$ cat config.mk
export PLATFORM = sky130hd
export DESIGN_NAME = fp_cond_branch_unit_flat
export DESIGN_NICKNAME = d
export VERILOG_FILES = /design/src/rtl/fp_cond_branch_unit_if.sv /design/src/rtl/fp_cond_branch_unit.sv /design/src/flat_wrapper.sv
export SDC_FILE = /design/constraint.sdc
export NUM_CORES = 1
export LEC_CHECK = 0
export CORE_MARGIN = 10
export CORE_UTILIZATION = 44
export DETAILED_ROUTE_END_ITERATION = 6
export PLACE_DENSITY_LB_ADDON = 0.2
export SLEW_MARGIN = 5
export SYNTH_ARGS = -nofsm -noshare
export SYNTH_HDL_FRONTEND = slang
export SYNTH_SLANG_ARGS = --single-unit
export TNS_END_PERCENT = 20
$ cat constraint.sdc
create_clock -name clk -period 2.86 [get_ports clk]
set_clock_uncertainty 0.1 [all_clocks]
set_input_delay 0.286 -clock clk [delete_from_list [all_inputs] [get_ports clk]]
set_output_delay 0.286 -clock clk [all_outputs]
set_load 0.02 [all_outputs]
$ cat src/rtl/fp_cond_branch_unit_if.sv
// Signal bundle between the FP compare/branch pipeline and the FCC/branch-resolution unit.
interface fp_cond_branch_unit_if #(
    parameter int unsigned STALL_CNT_W = 16
);
    logic                   stall_in;
    logic                   ex_cmp_valid;
    logic                   ex_fp_cond;
    logic                   ex_kill;
    logic                   id_bc1_valid;
    logic                   id_bc1_tf;
    logic [31:0]            id_pc_plus4;
    logic [15:0]            id_offset;
    logic                   fcc;
    logic                   stall_id;
    logic                   branch_taken;
    logic [31:0]            branch_target;
    logic                   flush_if;
    logic [STALL_CNT_W-1:0] stall_count;

    modport master (
        output stall_in, ex_cmp_valid, ex_fp_cond, ex_kill,
               id_bc1_valid, id_bc1_tf, id_pc_plus4, id_offset,
        input  fcc, stall_id, branch_taken, branch_target, flush_if, stall_count
    );

    modport slave (
        input  stall_in, ex_cmp_valid, ex_fp_cond, ex_kill,
               id_bc1_valid, id_bc1_tf, id_pc_plus4, id_offset,
        output fcc, stall_id, branch_taken, branch_target, flush_if, stall_count
    );
endinterface

$ cat src/rtl/fp_cond_branch_unit.sv
// Holds the FP condition flag, pipelines compare results EX->MEM->FCC and
// resolves bc1t/bc1f in ID with MEM-stage forwarding and a one-cycle EX hazard stall.
module fp_cond_branch_unit #(
    parameter int unsigned STALL_CNT_W = 16
) (
    input  logic                  clk,
    input  logic                  reset,
    fp_cond_branch_unit_if.slave  bus
);
    localparam int unsigned ADDR_W = 32;
    localparam int unsigned OFF_W  = 16;

    localparam logic [STALL_CNT_W-1:0] CNT_MAX = '1;

    logic                   r_fcc;
    logic                   r_mem_cmp_valid;
    logic                   r_mem_fp_cond;
    logic [STALL_CNT_W-1:0] r_stall_count;

    logic              w_ex_live;
    logic              w_stall_id;
    logic              w_cond;
    logic              w_taken;
    logic [ADDR_W-1:0] w_offset_sext;

    // A killed EX compare neither stalls the branch nor reaches MEM.
    assign w_ex_live  = bus.ex_cmp_valid & ~bus.ex_kill;
    assign w_stall_id = bus.id_bc1_valid & w_ex_live & ~reset;

    // MEM holds the newest in-flight result, so it wins over the architectural flag.
    assign w_cond  = r_mem_cmp_valid ? r_mem_fp_cond : r_fcc;
    assign w_taken = bus.id_bc1_valid & ~w_stall_id & ~bus.stall_in & ~reset
                   & (w_cond == bus.id_bc1_tf);

    assign w_offset_sext = {{(ADDR_W - OFF_W - 2){bus.id_offset[OFF_W-1]}}, bus.id_offset, 2'b00};

    assign bus.branch_target = bus.id_pc_plus4 + w_offset_sext;
    assign bus.stall_id      = w_stall_id;
    assign bus.branch_taken  = w_taken;
    assign bus.flush_if      = w_taken;
    assign bus.fcc           = r_fcc;
    assign bus.stall_count   = r_stall_count;

    always_ff @(posedge clk) begin
        if (reset) begin
            r_fcc           <= 1'b0;
            r_mem_cmp_valid <= 1'b0;
            r_mem_fp_cond   <= 1'b0;
            r_stall_count   <= '0;
        end else if (!bus.stall_in) begin
            r_mem_cmp_valid <= w_ex_live;
            r_mem_fp_cond   <= bus.ex_fp_cond;
            if (r_mem_cmp_valid) begin
                r_fcc <= r_mem_fp_cond;
            end
            if (w_stall_id && (r_stall_count != CNT_MAX)) begin
                r_stall_count <= r_stall_count + STALL_CNT_W'(1);
            end
        end
    end
endmodule

$ cat src/flat_wrapper.sv
// flat-port wrapper written by rule: the top's interface ports become plain ports
module fp_cond_branch_unit_flat 
#(
    parameter int unsigned STALL_CNT_W = 16
)
  (clk, reset, bus_stall_in, bus_ex_cmp_valid, bus_ex_fp_cond, bus_ex_kill, bus_id_bc1_valid, bus_id_bc1_tf, bus_id_pc_plus4, bus_id_offset, bus_fcc, bus_stall_id, bus_branch_taken, bus_branch_target, bus_flush_if, bus_stall_count);
  fp_cond_branch_unit_if #(.STALL_CNT_W(STALL_CNT_W)) bus_i ();
  input  logic clk;
  input  logic reset;
  input wire logic [$bits(bus_i.stall_in)-1:0] bus_stall_in;
  input wire logic [$bits(bus_i.ex_cmp_valid)-1:0] bus_ex_cmp_valid;
  input wire logic [$bits(bus_i.ex_fp_cond)-1:0] bus_ex_fp_cond;
  input wire logic [$bits(bus_i.ex_kill)-1:0] bus_ex_kill;
  input wire logic [$bits(bus_i.id_bc1_valid)-1:0] bus_id_bc1_valid;
  input wire logic [$bits(bus_i.id_bc1_tf)-1:0] bus_id_bc1_tf;
  input wire logic [$bits(bus_i.id_pc_plus4)-1:0] bus_id_pc_plus4;
  input wire logic [$bits(bus_i.id_offset)-1:0] bus_id_offset;
  output wire logic [$bits(bus_i.fcc)-1:0] bus_fcc;
  output wire logic [$bits(bus_i.stall_id)-1:0] bus_stall_id;
  output wire logic [$bits(bus_i.branch_taken)-1:0] bus_branch_taken;
  output wire logic [$bits(bus_i.branch_target)-1:0] bus_branch_target;
  output wire logic [$bits(bus_i.flush_if)-1:0] bus_flush_if;
  output wire logic [$bits(bus_i.stall_count)-1:0] bus_stall_count;
  assign bus_i.stall_in = bus_stall_in;
  assign bus_i.ex_cmp_valid = bus_ex_cmp_valid;
  assign bus_i.ex_fp_cond = bus_ex_fp_cond;
  assign bus_i.ex_kill = bus_ex_kill;
  assign bus_i.id_bc1_valid = bus_id_bc1_valid;
  assign bus_i.id_bc1_tf = bus_id_bc1_tf;
  assign bus_i.id_pc_plus4 = bus_id_pc_plus4;
  assign bus_i.id_offset = bus_id_offset;
  assign bus_fcc = bus_i.fcc;
  assign bus_stall_id = bus_i.stall_id;
  assign bus_branch_taken = bus_i.branch_taken;
  assign bus_branch_target = bus_i.branch_target;
  assign bus_flush_if = bus_i.flush_if;
  assign bus_stall_count = bus_i.stall_count;
  fp_cond_branch_unit #(.STALL_CNT_W(STALL_CNT_W)) u_core (.clk(clk), .reset(reset), .bus(bus_i));
endmodule
======== Word-level counts from Yosys, hierarchy flattened ========
Index checks and enable logic that the tools add are counted.
storage, ports and cells
  logic and storage cells ................. 22
  flip-flop bits (word level) ............. 19
  bits of input ports ..................... 56
  output and inout port bits .............. 52
operators by class
  eq/ne operators ......................... 2
  multiplexer cells ....................... 1
  bitwise gates (word level) .............. 11
  add/sub/neg operators ................... 2
  reduce and logical (&&, ||, !) cells .... 2
operator list
  kind                                            count
  adder 32 bit                                    1
  adder 16 x 1 -> 16 bit (second input constant)  1
  != test 16 bit (second input constant)          1
  AND 1 bit                                       7
  inverter 1 bit                                  4
  AND reduction 2 bit                             1
  == test 1 bit                                   1
  logical AND 1 bit                               1
  two-way mux 1 bit                               1

======== Depth between registers and ports, before layout ========
  depth in word-level cells ............... 9
  gate-level depth with buffers ........... 9
  depth with buffers taken out ............ 9

======== Worst setup path after synthesis ========
OpenSTA, ideal clock, no wires.
  kind .................................... input to output
  start point ............................. input port bus_id_offset[7]
  end point ............................... output port bus_branch_target[29]
  arrival ................................. 2.267 ns
  stages .................................. 7
  buffers on the path ..................... 0
  setup slack ............................. 0.207 ns
  required time ........................... 2.474 ns
  path through ............................ ha_1 > nand3_1 > o221ai_1 > a21oi_1 > a2111oi_2 > nor2_1 > o311ai_1
on the way
  word-level cells in the longest chain between the ends .. 1
ends and longest elaborated chain
  item          line                       text
  from (decl)   flat_wrapper.sv:17         input wire logic [$bits(bus_i.id_offset)-1:0] bus_id_offset;
  adder 32 bit  fp_cond_branch_unit.sv:37  assign bus.branch_target = bus.id_pc_plus4 + w_offset_sext;
  to (decl)     flat_wrapper.sv:21         output wire logic [$bits(bus_i.branch_target)-1:0] bus_branch_target;
Every way passes these cells.

======== Final worst setup path ========
  start point ............................. input port bus_id_pc_plus4[24]
  end point ............................... output port bus_branch_target[31]
on the way
  word-level cells in the longest chain between the ends .. 1
ends and longest elaborated chain
  item          line                       text
  from (decl)   flat_wrapper.sv:16         input wire logic [$bits(bus_i.id_pc_plus4)-1:0] bus_id_pc_plus4;
  adder 32 bit  fp_cond_branch_unit.sv:37
Every way passes these cells.

==> run_results.csv <==
group,metric,value,unit
routing,highest_layer,"met4",
sta,worstMarginPinSlew,0.616,ns
yosys,async_reset_ff_frac,0,
power,p_comb_frac,0.712,
grt,antenna_found_initial,1,
routing,via_per_inst,5.91,
sta,min_period,2.95,ns
setup_path,rr_worst_depth,6,
yosys,synth_area_leaders,"dfxtp_1 15%, ha_1 14%, xnor2_1 8.7%, nor2_1 5.0%, a21oi_1 4.4%",
placed_design,routabilityCongestion,0.928,
routing,met3_length,940,um
routing,drc,0,
power,p_per_area,321,nW/um^2
yosys,synth-simple-area-share,0.241,
layout,drive_above_1_share,0.336,
routing,antenna_left,0,
worst_hold_path,hold_depth,2,
yosys,synth_top_family_by_area,"compound AO/OA/AOI/OAI gates",
clocking,clockBufferDepth,2,
yosys,yosysTopAreaCellShare,0.146,
die,std_cell_rows,27,
grt,grt_max_degree,21,
sta,fmax,339,MHz
status,status,"complete, but fails checks",
yosys,synth_seq_cells,19,
grt,grt_overflow,0,
power,pwr-share-seq,0.171,
sta,hold_viol_final,0,
routing,drt_iter0_markers,287,
die,dieHeight,96.9,um
placed_design,place_inst,611,
routing,via_count,3690,
clocking,cts.clk_slew.worst_paths,0.07,ns
setup_path,endpoint_kind,"output port",
yosys,synthMuxAreaShare,0.0192,
die,initial_utilization,0.464,
routing,drt-total-wl,12.8,mm
power,clkPwrFrac,0.116,
die,core_area,5610,sq um
layout,layout_common_cells,"107 x buf_4, 44 x clkdlybuf4s50_1, 34 x nor2_1",
yosys,syn_area,2600,sq um
routing,first_pass_iters,4,
routing,wl_met1,4.99,mm
sta,finalSetupViolCount,3,
layout,final_area,4860,sq um
routing,wl_met2,6.36,mm
power,ir_drop,0.000273,V
sta,fin_ws,-0.0916,ns
status,violations,"setup timing",
yosys,synth_compound_area_frac,0.259,
sta,grt_setup_unrepaired,"yes",
clocking,htree_levels,1,
layout,nNetsFinal,639,
yosys,synth_edf_count,0,
power,switching_power,0.665,mW
clocking,cts_inserted_buffers,3,
sta,maxSlewViolCount,0,
yosys,synth_nets,434,
placed_design,io_buffers,103,
clocking,numClockSinks,19,
layout,area_growth,86.7,%
setup_path,crit_fanout,6,
setup_path,start_kind,"input port",
die,die_x,96.9,um
power,swShare,0.425,
sta,fin_crit_sh,1.03,
yosys,synth_ff_type,"dfxtp_1",
yosys,synth-seq-area-share,0.146,
layout,stdcell_count,624,
placed_design,dp_slack,-0.939,ns
placed_design,placed_area,4400,sq um
die,dieArea,9390,sq um
clocking,clock_tree.root_cell,"clkbuf_8",
grt,grt_pass1_vias,3566,
routing,detail_route.wl_per_cell,20.5,um
sta,maxSlewHeadroom,0.589,
worst_hold_path,hold_class,"reg -> reg",
layout,final_common_cell,"buf_4",
yosys,synth.avg_cell_area,7.50,sq um
yosys,synth_top_area_cell,"dfxtp_1",
yosys,synth_warnings,0,
grt,track_usage,0.222,
clocking,cts_tree,"done",
setup_path,crit_type,"in -> out",
power,power.internal,0.898,mW
yosys,yosysUniqueCellTypes,58,
clocking,clkLatencyLatePin,0.25,ns
placed_design,dp_hpwl,8.41,mm
grt,grt_first_pass_wirelength,18.2,mm
yosys,synthCells,347,
power,power_leakage,2.07,nW
flow_run,drv_cap,0,
setup_path,required,2.47,ns
setup_path,arrival,2.57,ns
yosys,synthXorXnorAreaFrac,0.131,
yosys,synth_fa_ha_area_frac,0.152,
die,io_pins,108,
[flip-flops by register name (all words and copies together) (netlist names)]
name                    cells
u_core.r_mem_fp_cond        1
u_core.bus.fcc              1
u_core.bus.stall_count     16
u_core.r_mem_cmp_valid      1
[per-stage QoR]
stage                     hold slack (ns)   util  power [mW]  TNS (ns)
after CTS                           0.419  0.840        1.46    -0.215
after detailed placement            0.400  0.785        1.26    -13.71
after global placement              0.386  0.785        1.25    -12.52
after floorplan                     0.325      -       0.751         0
after global routing                0.443  0.867        1.63    -0.646
final                               0.420  0.867        1.56    -0.118
[final cells by class]
class,count,area (sq um)
Inverter,20,75.1
Sequential cell,19,380
Tap cell,72,90.1
Timing Repair Buffer,209,1750
Clock buffer,4,45.0
Fill cell,291,746
Antenna cell,1,2.50
Multi-Input combinational cell,299,2520
[synthesized netlist by cell type, types with 2 or more instances]
master     instances
buf_4              3
nand2_1           22
xnor2_1           26
clkbuf_1           4
o21ai_0           13
o31ai_1            2
dfxtp_1           19
ha_1              30
o21bai_1           2
or3_1              5
a21oi_1           23
nor3_1            13
and2_1             2
nor3b_1            3
buf_6              2
nor2b_1            4
nor4_1             2
inv_2              2
o21a_1             4
and4_1             4
mux2i_1            5
and3_1             4
a21o_1            10
nor2_1            35
a221o_1            4
a21oi_2            2
nand4_1            7
o2111ai_1          5
nand2b_1           5
xor2_1            13
a211oi_1           4
a2bb2oi_1          2
a21boi_1           2
nand3_1           11
a31oi_1            6
o21ai_1            8
inv_1             18
[worst paths after layout]
check                           slack [ns]                        from                    endpoint
worst max-delay path                 -0.09         bus_id_pc_plus4[24]       bus_branch_target[31]
worst min-delay path                  0.42  u_core.bus.stall_count[14]  u_core.bus.stall_count[14]
worst max register to register        0.81   u_core.bus.stall_count[9]  u_core.bus.stall_count[11]
worst min register to register        0.42  u_core.bus.stall_count[14]  u_core.bus.stall_count[14]
[power by group through the flow]
stage	combinational, mW	sequential [mW]	clock (mW)
after floorplan	0.477	0.274	0
after global placement	0.972	0.274	0
after detailed placement	0.990	0.274	0
after CTS	1.01	0.268	0.185
after global routing	1.17	0.268	0.193
final	1.11	0.268	0.182
[routing by layer]
layer | vias to the layer above | GRT usage
li1 | 1688 | -
met1 | 1757 | 0.264
met2 | 197 | 0.399
met3 | 48 | 0.0447
met4 | 0 | 0.0440
met5 | - | 0
[timing repair]
action,CTS,global route
pin swaps,35,17
gates cloned,0,0
hold buffers,0,0
buffers inserted,8,1
resized for setup,148,47
endpoints found under the setup margin,26,23
[kinds of logic after synthesis]
| logic type | after synthesis |
|---|---|
| xor+xnor | 39 |
| flops | 19 |
| compound gates | 100 |
| simple gates | 124 |
| buf+inv | 29 |
| fa+ha+maj | 31 |
| mux | 5 |
[critical path, cell delays in order]
cell and delay [ns]:
clkdlybuf4s50_1 0.41, ha_2 0.40, and4_1 0.26, nand3_2 0.13, or2_0 0.30, o31ai_1 0.31
a21oi_1 0.10, xnor2_1 0.17, buf_2 0.19
Note: power is estimated with default switching activity, not from simulation.
